[src/rtl/cw_pkg.sv]
// rtl/cw_pkg.sv - shared state encoding and CW header-word layout for cw_arbiter
package cw_pkg;

  typedef enum logic [2:0] {
    IDLE    = 3'd0,
    ADDR_HI = 3'd1,
    ADDR_LO = 3'd2,
    TURN    = 3'd3,
    DATA    = 3'd4,
    DONE    = 3'd5
  } cw_state_e;

  // Low three bits of every ADDR_HI word; lets the far end find frame starts.
  localparam logic [2:0] FRAME_MARK = 3'b111;

  // ADDR_HI word layout: {adr[23:16], 1'b0, len[2:0], we, FRAME_MARK}
  localparam int HI_MARK_LSB = 0;
  localparam int HI_WE_BIT   = 3;
  localparam int HI_LEN_LSB  = 4;
  localparam int HI_ADR_LSB  = 8;

  function automatic logic [15:0] addr_hi_word(input logic [7:0] adr_hi,
                                               input logic [2:0] len,
                                               input logic       we);
    logic [15:0] w;
    w = '0;
    w[HI_ADR_LSB +: 8]  = adr_hi;
    w[HI_LEN_LSB +: 3]  = len;
    w[HI_WE_BIT]        = we;
    w[HI_MARK_LSB +: 3] = FRAME_MARK;
    return w;
  endfunction

endpackage

[src/rtl/cw_rr_arb2.sv]
// rtl/cw_rr_arb2.sv - two-way round-robin selector with a one-bit priority pointer
module cw_rr_arb2 (
  input  logic       i_clk,
  input  logic       i_rst,
  input  logic [1:0] req,
  input  logic       advance,
  output logic [1:0] grant
);

  // prio_q names the port that wins a tie (0 after reset).
  logic prio_q;
  logic prio_d;

  // One-hot grant; on a tie the pointer decides.
  always_comb begin
    grant = req;
    if (req == 2'b11) begin
      grant = prio_q ? 2'b10 : 2'b01;
    end
  end

  // After a taken grant, the other port gets the tie-break.
  always_comb begin
    prio_d = prio_q;
    if (advance && (grant != 2'b00)) begin
      prio_d = grant[0];
    end
  end

  // Pointer register.
  always_ff @(posedge i_clk) begin
    if (i_rst) begin
      prio_q <= 1'b0;
    end else begin
      prio_q <= prio_d;
    end
  end

endmodule

[src/rtl/cw_arbiter.sv]
// rtl/cw_arbiter.sv - two-port CW bus arbiter/master; optional timeout under CW_ARB_TIMEOUT_EN
module cw_arbiter #(
  parameter int unsigned TIMEOUT_CYCLES = 1023
) (
  input  logic        i_clk,
  input  logic        i_rst,

  input  logic        p0_cyc,
  input  logic        p0_we,
  input  logic [23:0] p0_adr,
  input  logic [2:0]  p0_len,
  input  logic [15:0] p0_wdata,
  output logic [15:0] p0_rdata,
  output logic        p0_ack,
  output logic        p0_err,

  input  logic        p1_cyc,
  input  logic        p1_we,
  input  logic [23:0] p1_adr,
  input  logic [2:0]  p1_len,
  input  logic [15:0] p1_wdata,
  output logic [15:0] p1_rdata,
  output logic        p1_ack,
  output logic        p1_err,

  output logic        cw_req,
  output logic        cw_dir,
  output logic [15:0] cw_io_o,
  output logic        cw_io_oe,
  input  logic [15:0] cw_io_i,
  input  logic        cw_ack,
  input  logic        cw_err
);

  import cw_pkg::*;

  cw_state_e   state_q, state_d;
  logic        ack_prev_q;
  logic [2:0]  beat_cnt_q, beat_cnt_d;
  logic        port_q;
  logic        we_q;
  logic [23:0] adr_q;
  logic [2:0]  len_q;
  logic        drop_q;
  logic [1:0]  ack_q, ack_d;
  logic [1:0]  err_q, err_d;
  logic [15:0] rdata0_q, rdata1_q;
  logic        rd_cap;

  logic [1:0]  grant;
  logic        rr_adv;
  logic        beat;
  logic        gnt_cyc;
  logic        live;
  logic        timeout;
  logic        abort;

  assign rr_adv  = (state_q == IDLE);
  assign beat    = cw_ack & ~ack_prev_q;
  assign gnt_cyc = port_q ? p1_cyc : p0_cyc;
  // Responses go only to a requester that has held cyc for the whole transaction.
  assign live    = gnt_cyc & ~drop_q;
  assign abort   = (state_q != IDLE) && (cw_err || timeout);

  cw_rr_arb2 u_rr (
    .i_clk   (i_clk),
    .i_rst   (i_rst),
    .req     ({p1_cyc, p0_cyc}),
    .advance (rr_adv),
    .grant   (grant)
  );

`ifdef CW_ARB_TIMEOUT_EN
  localparam int unsigned TW = $clog2(TIMEOUT_CYCLES + 1);
  localparam logic [TW-1:0] TO_LAST = TW'(TIMEOUT_CYCLES - 1);

  logic [TW-1:0] to_cnt_q;

  // Cycles since the last beat while a transaction is open.
  always_ff @(posedge i_clk) begin
    if (i_rst || (state_q == IDLE) || beat) begin
      to_cnt_q <= '0;
    end else begin
      to_cnt_q <= to_cnt_q + TW'(1);
    end
  end

  assign timeout = (state_q != IDLE) && !beat && (to_cnt_q == TO_LAST);
`else
  // TIMEOUT_CYCLES has no effect in this build; a missing ack stalls forever.
  logic unused_timeout;
  assign unused_timeout = (TIMEOUT_CYCLES == 0);
  assign timeout        = 1'b0;
`endif

  // Next state, beat counting and response pulses; error/timeout overrides all.
  always_comb begin
    state_d    = state_q;
    beat_cnt_d = beat_cnt_q;
    ack_d      = 2'b00;
    err_d      = 2'b00;
    rd_cap     = 1'b0;
    case (state_q)
      IDLE: begin
        beat_cnt_d = 3'd0;
        if (grant != 2'b00) state_d = ADDR_HI;
      end
      ADDR_HI: begin
        if (beat) state_d = ADDR_LO;
      end
      ADDR_LO: begin
        if (beat) state_d = we_q ? DATA : TURN;
      end
      TURN: begin
        state_d = DATA;
      end
      DATA: begin
        if (beat) begin
          rd_cap        = ~we_q;
          ack_d[port_q] = live;
          if (beat_cnt_q == len_q) begin
            state_d    = DONE;
            beat_cnt_d = 3'd0;
          end else begin
            beat_cnt_d = beat_cnt_q + 3'd1;
          end
        end
      end
      DONE: begin
        state_d = IDLE;
      end
      default: begin
        state_d = IDLE;
      end
    endcase
    if (abort) begin
      state_d       = IDLE;
      beat_cnt_d    = 3'd0;
      ack_d         = 2'b00;
      rd_cap        = 1'b0;
      err_d[port_q] = live;
    end
  end

  // Bus-side outputs decode straight from the state register.
  always_comb begin
    cw_req  = (state_q == ADDR_HI) || (state_q == ADDR_LO) ||
              (state_q == TURN)    || (state_q == DATA);
    cw_dir  = ~we_q && ((state_q == TURN) || (state_q == DATA));
    cw_io_o = 16'h0000;
    case (state_q)
      ADDR_HI: cw_io_o = addr_hi_word(adr_q[23:16], len_q, we_q);
      ADDR_LO: cw_io_o = adr_q[15:0];
      DATA:    cw_io_o = we_q ? (port_q ? p1_wdata : p0_wdata) : 16'h0000;
      default: cw_io_o = 16'h0000;
    endcase
  end

  assign cw_io_oe = ~cw_dir;

  // Core state, edge history and response registers.
  always_ff @(posedge i_clk) begin
    if (i_rst) begin
      state_q    <= IDLE;
      ack_prev_q <= 1'b0;
      beat_cnt_q <= 3'd0;
      ack_q      <= 2'b00;
      err_q      <= 2'b00;
      rdata0_q   <= 16'h0000;
      rdata1_q   <= 16'h0000;
    end else begin
      state_q    <= state_d;
      ack_prev_q <= cw_ack;
      beat_cnt_q <= beat_cnt_d;
      ack_q      <= ack_d;
      err_q      <= err_d;
      if (rd_cap && !port_q) rdata0_q <= cw_io_i;
      if (rd_cap &&  port_q) rdata1_q <= cw_io_i;
    end
  end

  // Request attributes are frozen at grant so the requester may change them.
  always_ff @(posedge i_clk) begin
    if (i_rst) begin
      port_q <= 1'b0;
      we_q   <= 1'b0;
      adr_q  <= 24'h0;
      len_q  <= 3'd0;
      drop_q <= 1'b0;
    end else if ((state_q == IDLE) && (grant != 2'b00)) begin
      port_q <= grant[1];
      we_q   <= grant[1] ? p1_we  : p0_we;
      adr_q  <= grant[1] ? p1_adr : p0_adr;
      len_q  <= grant[1] ? p1_len : p0_len;
      drop_q <= 1'b0;
    end else if ((state_q != IDLE) && !gnt_cyc) begin
      drop_q <= 1'b1;
    end
  end

  assign p0_ack   = ack_q[0];
  assign p1_ack   = ack_q[1];
  assign p0_err   = err_q[0];
  assign p1_err   = err_q[1];
  assign p0_rdata = rdata0_q;
  assign p1_rdata = rdata1_q;

endmodule

[config.mk]
export PLATFORM = sky130hd
export DESIGN_NAME = cw_arbiter
export DESIGN_NICKNAME = d
export VERILOG_FILES = /design/src/rtl/cw_pkg.sv /design/src/rtl/cw_rr_arb2.sv /design/src/rtl/cw_arbiter.sv
export SDC_FILE = /design/constraint.sdc
export NUM_CORES = 1
export LEC_CHECK = 0
export CAP_MARGIN = 20
export CORE_ASPECT_RATIO = 0.6
export CORE_MARGIN = 2
export CORE_UTILIZATION = 34
export CTS_BUF_LIST = sky130_fd_sc_hd__clkbuf_16
export CTS_CLUSTER_DIAMETER = 150
export DETAILED_ROUTE_END_ITERATION = 6
export PLACE_DENSITY = 0.74
export SLEW_MARGIN = 5
export SYNTH_ARGS = -nofsm -noshare
export SYNTH_HDL_FRONTEND = slang
export SYNTH_SLANG_ARGS = --single-unit
[constraint.sdc]
create_clock -name i_clk -period 2 [get_ports i_clk]
set_clock_uncertainty 0.05 [all_clocks]
set_input_delay 0.4 -clock i_clk [delete_from_list [all_inputs] [get_ports i_clk]]
set_output_delay 0.4 -clock i_clk [all_outputs]
set_load 0.005 [all_outputs]
### Word-level counts from Yosys, hierarchy flattened

Index checks and enable logic that the tools add are counted.

* word-level logic and storage cells: 84
* bits in registers: 74
* output and inout bits: 55

* reduce and logical (&&, ||, !) cells: 23
* $add $sub $neg: 1
* bitwise gates (word level): 10
* magnitude comparators: 2
* mux-type cells: 24
* eq/ne operators: 11

Operators with widths (count)
* 16-bit case mux with 3 select lines: 1
* 16-bit 2-to-1 mux: 2
* 3-bit 2-to-1 mux: 9
* 24-bit 2-to-1 mux: 1
* 3-bit case mux with 5 select lines: 1
* 2-bit != test, second input constant: 4
* 1-bit logical AND: 7
* 1-bit inverter: 7
* 3-bit by 2-bit == test with 1-bit output, second input constant: 2
* 1-bit 2-to-1 mux: 6
* 3-bit case mux with 2 select lines: 1
* 2-bit OR reduction: 3
* 5-bit AND reduction: 1
* 1-bit logical OR: 4
* 2-bit 2-to-1 mux: 2
* 2-bit nonzero test: 2
* 4-bit OR reduction: 1
* 3-bit by 1-bit adder with 3-bit output, second input constant: 1
* 3-bit by 1-bit == test with 1-bit output, second input constant: 1
* 3-bit == test: 1
* 3-bit == test, second input constant: 1
* 3-bit logical NOT: 1
* 3-bit nonzero test: 1
* 1-bit bitwise AND: 2
* 8 further kinds: 9

### Logic depth before layout (Yosys ltp)

* depth after elaboration: 6
* mapped depth: 7

### By module

Synthesis repeated with hierarchy kept, for this count alone.

* cells, all modules: 400
* area total of the unflattened synthesis: 3524.6 um^2

By module, submodules not included
* cw_arbiter: times used 1, sequential area each 1461.4 um^2, cells an instance 393, area an instance 3459.6 um^2
* cw_rr_arb2: times used 1, sequential area each 20.0 um^2, cells an instance 7, area an instance 65.1 um^2

### Least setup slack after synthesis

Ideal clock, no wire load.

* kind: register to register
* start point: register state_q[1]
* end point: register rdata1_q[10], in the netlist p1_rdata[10]
* cell stages (with the launch flop): 7
* required time: 1822 ps
* setup slack: -38 ps
* period minus slack after synthesis: 2038 ps
* arrival time: 1861 ps
* library setup time: 128 ps
* buffers on the path: 2
* path through: dfxtp_1 or4b_4 or4_4 buf_6 buf_6 mux2i_1 nor2_1

* longest elaborated chain between the ends: 4
* elaborated cells on any way between the ends: 6

RTL lines
* from (decl): line cw_arbiter.sv:37 `cw_state_e state_q, state_d;`
* from (signal assigned): line cw_arbiter.sv:172 `state_q <= state_d;`
* 3-bit == test or 3-bit nonzero test (tied branches): line cw_arbiter.sv:103, cw_arbiter.sv:63
* 1-bit 2-to-1 mux or 1-bit logical AND (tied branches): line cw_arbiter.sv:103, cw_arbiter.sv:63
* 1-bit 2-to-1 mux (*): line cw_arbiter.sv:136 `if (abort) begin`
* 1-bit logical AND (*): line cw_arbiter.sv:178 `if (rd_cap && port_q) rdata1_q <= cw_io_i;`
* to (signal assigned): line cw_arbiter.sv:178
* to (decl): line cw_arbiter.sv:47 `logic [15:0] rdata0_q, rdata1_q;`

Mark *: on every way between the ends. The rest lies on a longest branch, timed or not.
A chain may end at the register's enable or synchronous reset.

### Final worst setup path

* start point: register state_q[0]
* end point: output port cw_io_o[5]

* longest elaborated chain between the ends: 2
* elaborated cells on any way between the ends: 4

RTL lines
* 3-bit == test (tied with other cells): line cw_arbiter.sv:151 `case (state_q)`
* 16-bit case mux with 3 select lines (*): line cw_arbiter.sv:151
* to (decl): line cw_arbiter.sv:28 `output logic [15:0] cw_io_o,`

Marks and branches as above.

==> flow_metrics.env <==
export IMPL_slew_headroom=0.690
export IMPL_drv_cap=0
export IMPL_worstMarginPinSlew_ps=461
export IMPL_end_kind="output port"
export IMPL_dieArea_um2=10800
export IMPL_seqPwrFrac=0.406
export IMPL_cts_tree="built"
export IMPL_clockPowerShare=0.345
export IMPL_setup_viol=21
export IMPL_cp_slowest_stage_delay_ps=320
export IMPL_die_h_um=81.5
export IMPL_routed_via_density=5.11
export IMPL_dp_cells=678
export IMPL_p_leak_nw=2.26
export IMPL_cts_inserted_buffers=9
export IMPL_worstSetupPathType="reg2out"
export IMPL_hold_class="in2reg"
export IMPL_dp_hpwl_um=8670
export IMPL_yosysWarnings=0
export IMPL_portBuffers=164
export IMPL_core_area_um2=9770
export IMPL_yosys_area_top_type_share=0.436
export IMPL_worstPathRequired_ps=1550
export IMPL_critPathMostFrequentCell="buf_6"
export IMPL_min_to="port_q$_SDFFE_PP0P_"
export IMPL_clockBufferDepth=2
export IMPL_outcome="complete, but fails checks"
export IMPL_holdWs_ps=383
export IMPL_path_cells="buf_6, nor2b_4, buf_6, buf_6, a22oi_2, o22ai_2, buf_2"
export IMPL_rr_worst_depth=5
export IMPL_drv_slew=0
export IMPL_avgSynthCellArea_um2=8.95
export IMPL_clk_pin_slew_ps=60
export IMPL_synthFlopType="dfxtp_1"
export IMPL_grt_pass1_vias=3685
export IMPL_ctsRootBufferMaster="clkbuf_16"
export IMPL_startpoint_type="register"
export IMPL_synthCells=380
export IMPL_finalHoldViolCount=0
export IMPL_final_cells=708
export IMPL_highest_layer="met4"
export IMPL_rows=28
export IMPL_powerDensity_nw_per_um2=702
export IMPL_synth_compound_area_frac=0.200
export IMPL_worst_ep_arrival_time_ps=1630
export IMPL_synth_top_family_by_area="compound AO/OA/AOI/OAI gates"
export IMPL_drc_errors=0
export IMPL_max_vdd_ir_drop_uv=531
export IMPL_violations="negative setup slack"
export IMPL_finalSetupTns_ps=-796
export IMPL_synth_top_cells_by_area="dfxtp_1 44%, mux2i_1 14%, nor2_1 7.7%, o22ai_1 7.7%, a211oi_1 6.4%"
export IMPL_drive_gt1_frac=0.206
export IMPL_antenna_left=0
export IMPL_yosys_area_share_adder=0.00368
export IMPL_drtPass1Iterations=4
export IMPL_r2r_start="state_q[0]$_SDFFE_PP0P_"
export IMPL_fp_dieW_um=133
export IMPL_nFillCells=814
export IMPL_gp_congestion=0.853
export IMPL_fmax_mhz=482
export IMPL_antenna_found_initial=0
export IMPL_pwr_share_comb=0.249
export IMPL_wl_per_cell_um=17.1
export IMPL_hold_depth=2
export IMPL_swShare=0.281
export IMPL_cts_sinks=74
export IMPL_synth_xor_area_frac=0.0155
export IMPL_yosysTopAreaCell="dfxtp_1"
export IMPL_min_from="i_rst"
export IMPL_synth_edff_count=0
export IMPL_globalRouteTotalUtil=0.227
export IMPL_area_delta_synth_final_pct=72.6
export IMPL_synth_most_common_cell="dfxtp_1"
export IMPL_overflow=0
export IMPL_n_antenna_cell=0
export IMPL_clk_latency_ps=330
export IMPL_final_net_count=679
export IMPL_wl_met1_um=5280
export IMPL_period_share=1.04
export IMPL_pre_cts_ws_ps=-522
export IMPL_critPathMaxFanout=5
export IMPL_p_int_mw=2.96
export IMPL_yosys_top_cells_count="74 x dfxtp_1, 70 x nor2_1, 49 x mux2i_1, 42 x o22ai_1, 29 x a211oi_1"
export IMPL_r2r_end="p1_rdata[5]$_SDFFE_PP0P_"
export IMPL_grt_max_degree=31
export IMPL_synth_net_count=491
export IMPL_drt_iter0_markers=117
export IMPL_worstSetupStartpoint="state_q[0]$_SDFFE_PP0P_"
export IMPL_async_reset_ff_frac=0
export IMPL_rsz0062_at_grt="true"
export IMPL_synth_area_mux_share=0.148
export IMPL_yosys_area_share_simple=0.148
export IMPL_cts_htree_levels=3
export IMPL_final_min_clock_period_ps=2080
export IMPL_seq_area_frac_synth=0.436
export IMPL_ys_ff_latch=74
export IMPL_grt_first_pass_wirelength_um=19000
export IMPL_synth_distinct_cells=34
export IMPL_io_pins=165
export IMPL_cp_slowest_cell="dfxtp_2"
export IMPL_start_util=0.348
export IMPL_vias=3617
export IMPL_total_power_mw=4.12
export IMPL_wl_met3_um=1240
export IMPL_finalWirelength_um=12100
export IMPL_dr_wl_met2_um=5480
export IMPL_p_switching_mw=1.16
export IMPL_netlist_area_um2=3400
export IMPL_fin_ws_ps=-75.0
export IMPL_reg2reg_setup_slack_ps=-60
-- routing by layer --
metal,vias to the layer above,GRT usage
li1,1773,-
met4,0,0.0628
met2,165,0.385
met1,1667,0.275
met3,12,0.0864
met5,-,0
-- cells in the final DEF (no fill, tap or decap), drive strengths merged --
master and n:
clkdlybuf4s50 143, dfxtp 74, nor2 70, buf 63, mux2i 49, o22ai 42, a211oi 29, a22oi 12
clkbuf 11, a21oi 9, nand2 7, nor3 7, xnor2 6, inv 5, nand3 5, nor4 5
o21ai 5, nand2b 4, nor2b 4, clkinv 3, clkinvlp 3, or4 3, dlygate4sd2 2, or3 2
a31oi 1, a21o 1, or4b 1, nand3b 1, o211a 1, or2 1, mux2 1, a32oi 1
a21boi 1, ha 1
-- kinds of logic after synthesis --
logic type,Yosys count
AOI/OAI and AO/OA,102
xor gates and xnor gates,6
adders and majority gates,1
buffers and inverters,38
DFF,74
muxes,50
and+or+nand+nor,109
-- stage by stage --
step | instance area (µm²) | util
final | 5870 | 0.600
after global routing | 5870 | 0.600
after CTS | 5820 | 0.595
after detailed placement | 5360 | 0.549
after global placement | 5360 | 0.549
after floorplan | 3400 | -
-- worst max-delay path by stage --
stage,end,depth (start not counted),slack [ps]
final,cw_io_o[5],7,-80
after floorplan,p1_rdata[10]$_SDFFE_PP0P_,6,-6
after detailed placement,p1_rdata[4]$_SDFFE_PP0P_,5,-520
after global placement,p1_rdata[1]$_SDFFE_PP0P_,5,-480
after global routing,p1_rdata[9]$_SDFFE_PP0P_,5,-120
after CTS,p1_rdata[11]$_SDFFE_PP0P_,5,-90
-- repair_timing --
| action | CTS | global route |
|---|---|---|
| pin swaps | 15 | 25 |
| buffers inserted | 10 | 2 |
| cloned | 2 | 1 |
| endpoints found under the setup margin | 36 | 41 |
| hold buffers | 0 | 0 |
| resized for setup | 107 | 17 |
-- worst max-delay path: cells and delay by family (launching register included) --
family | cells | cell delay, ps
buf+inv | 4 | 510
compound gates | 2 | 330
flops | 1 | 320
simple gates | 1 | 130
-- final cells by class --
type,count,area [µm²],area share
multi-input combinational,269,1920,0.327
clock buffer,9,225,0.0384
inverter,4,15.0,0.00256
tap,135,169,0.0288
clock inverter,7,37.5,0.00640
timing repair buffer,210,2010,0.343
sequential,74,1490,0.254
-- power groups by stage --
stage / clock (mW) / combinational (mW) / sequential [mW]
finish: 1.42 / 1.03 / 1.67
global route: 1.52 / 1.11 / 1.69
CTS: 1.46 / 1.01 / 1.67
detailed placement: 0 / 0.947 / 1.69
global placement: 0 / 0.928 / 1.68
floorplan: 0 / 0.444 / 1.65
-- registers in the layout, summed over array words and instances, names as in the netlist --
register / cells
u_rr.prio_q: 1
we_q: 1
state_q: 3
drop_q: 1
p1_rdata: 16
adr_q: 24
beat_cnt_q: 3
p0_rdata: 16
len_q: 3
port_q: 1
ack_q: 2
ack_prev_q: 1
err_q: 2
Power figures use the tool's default switching activity.
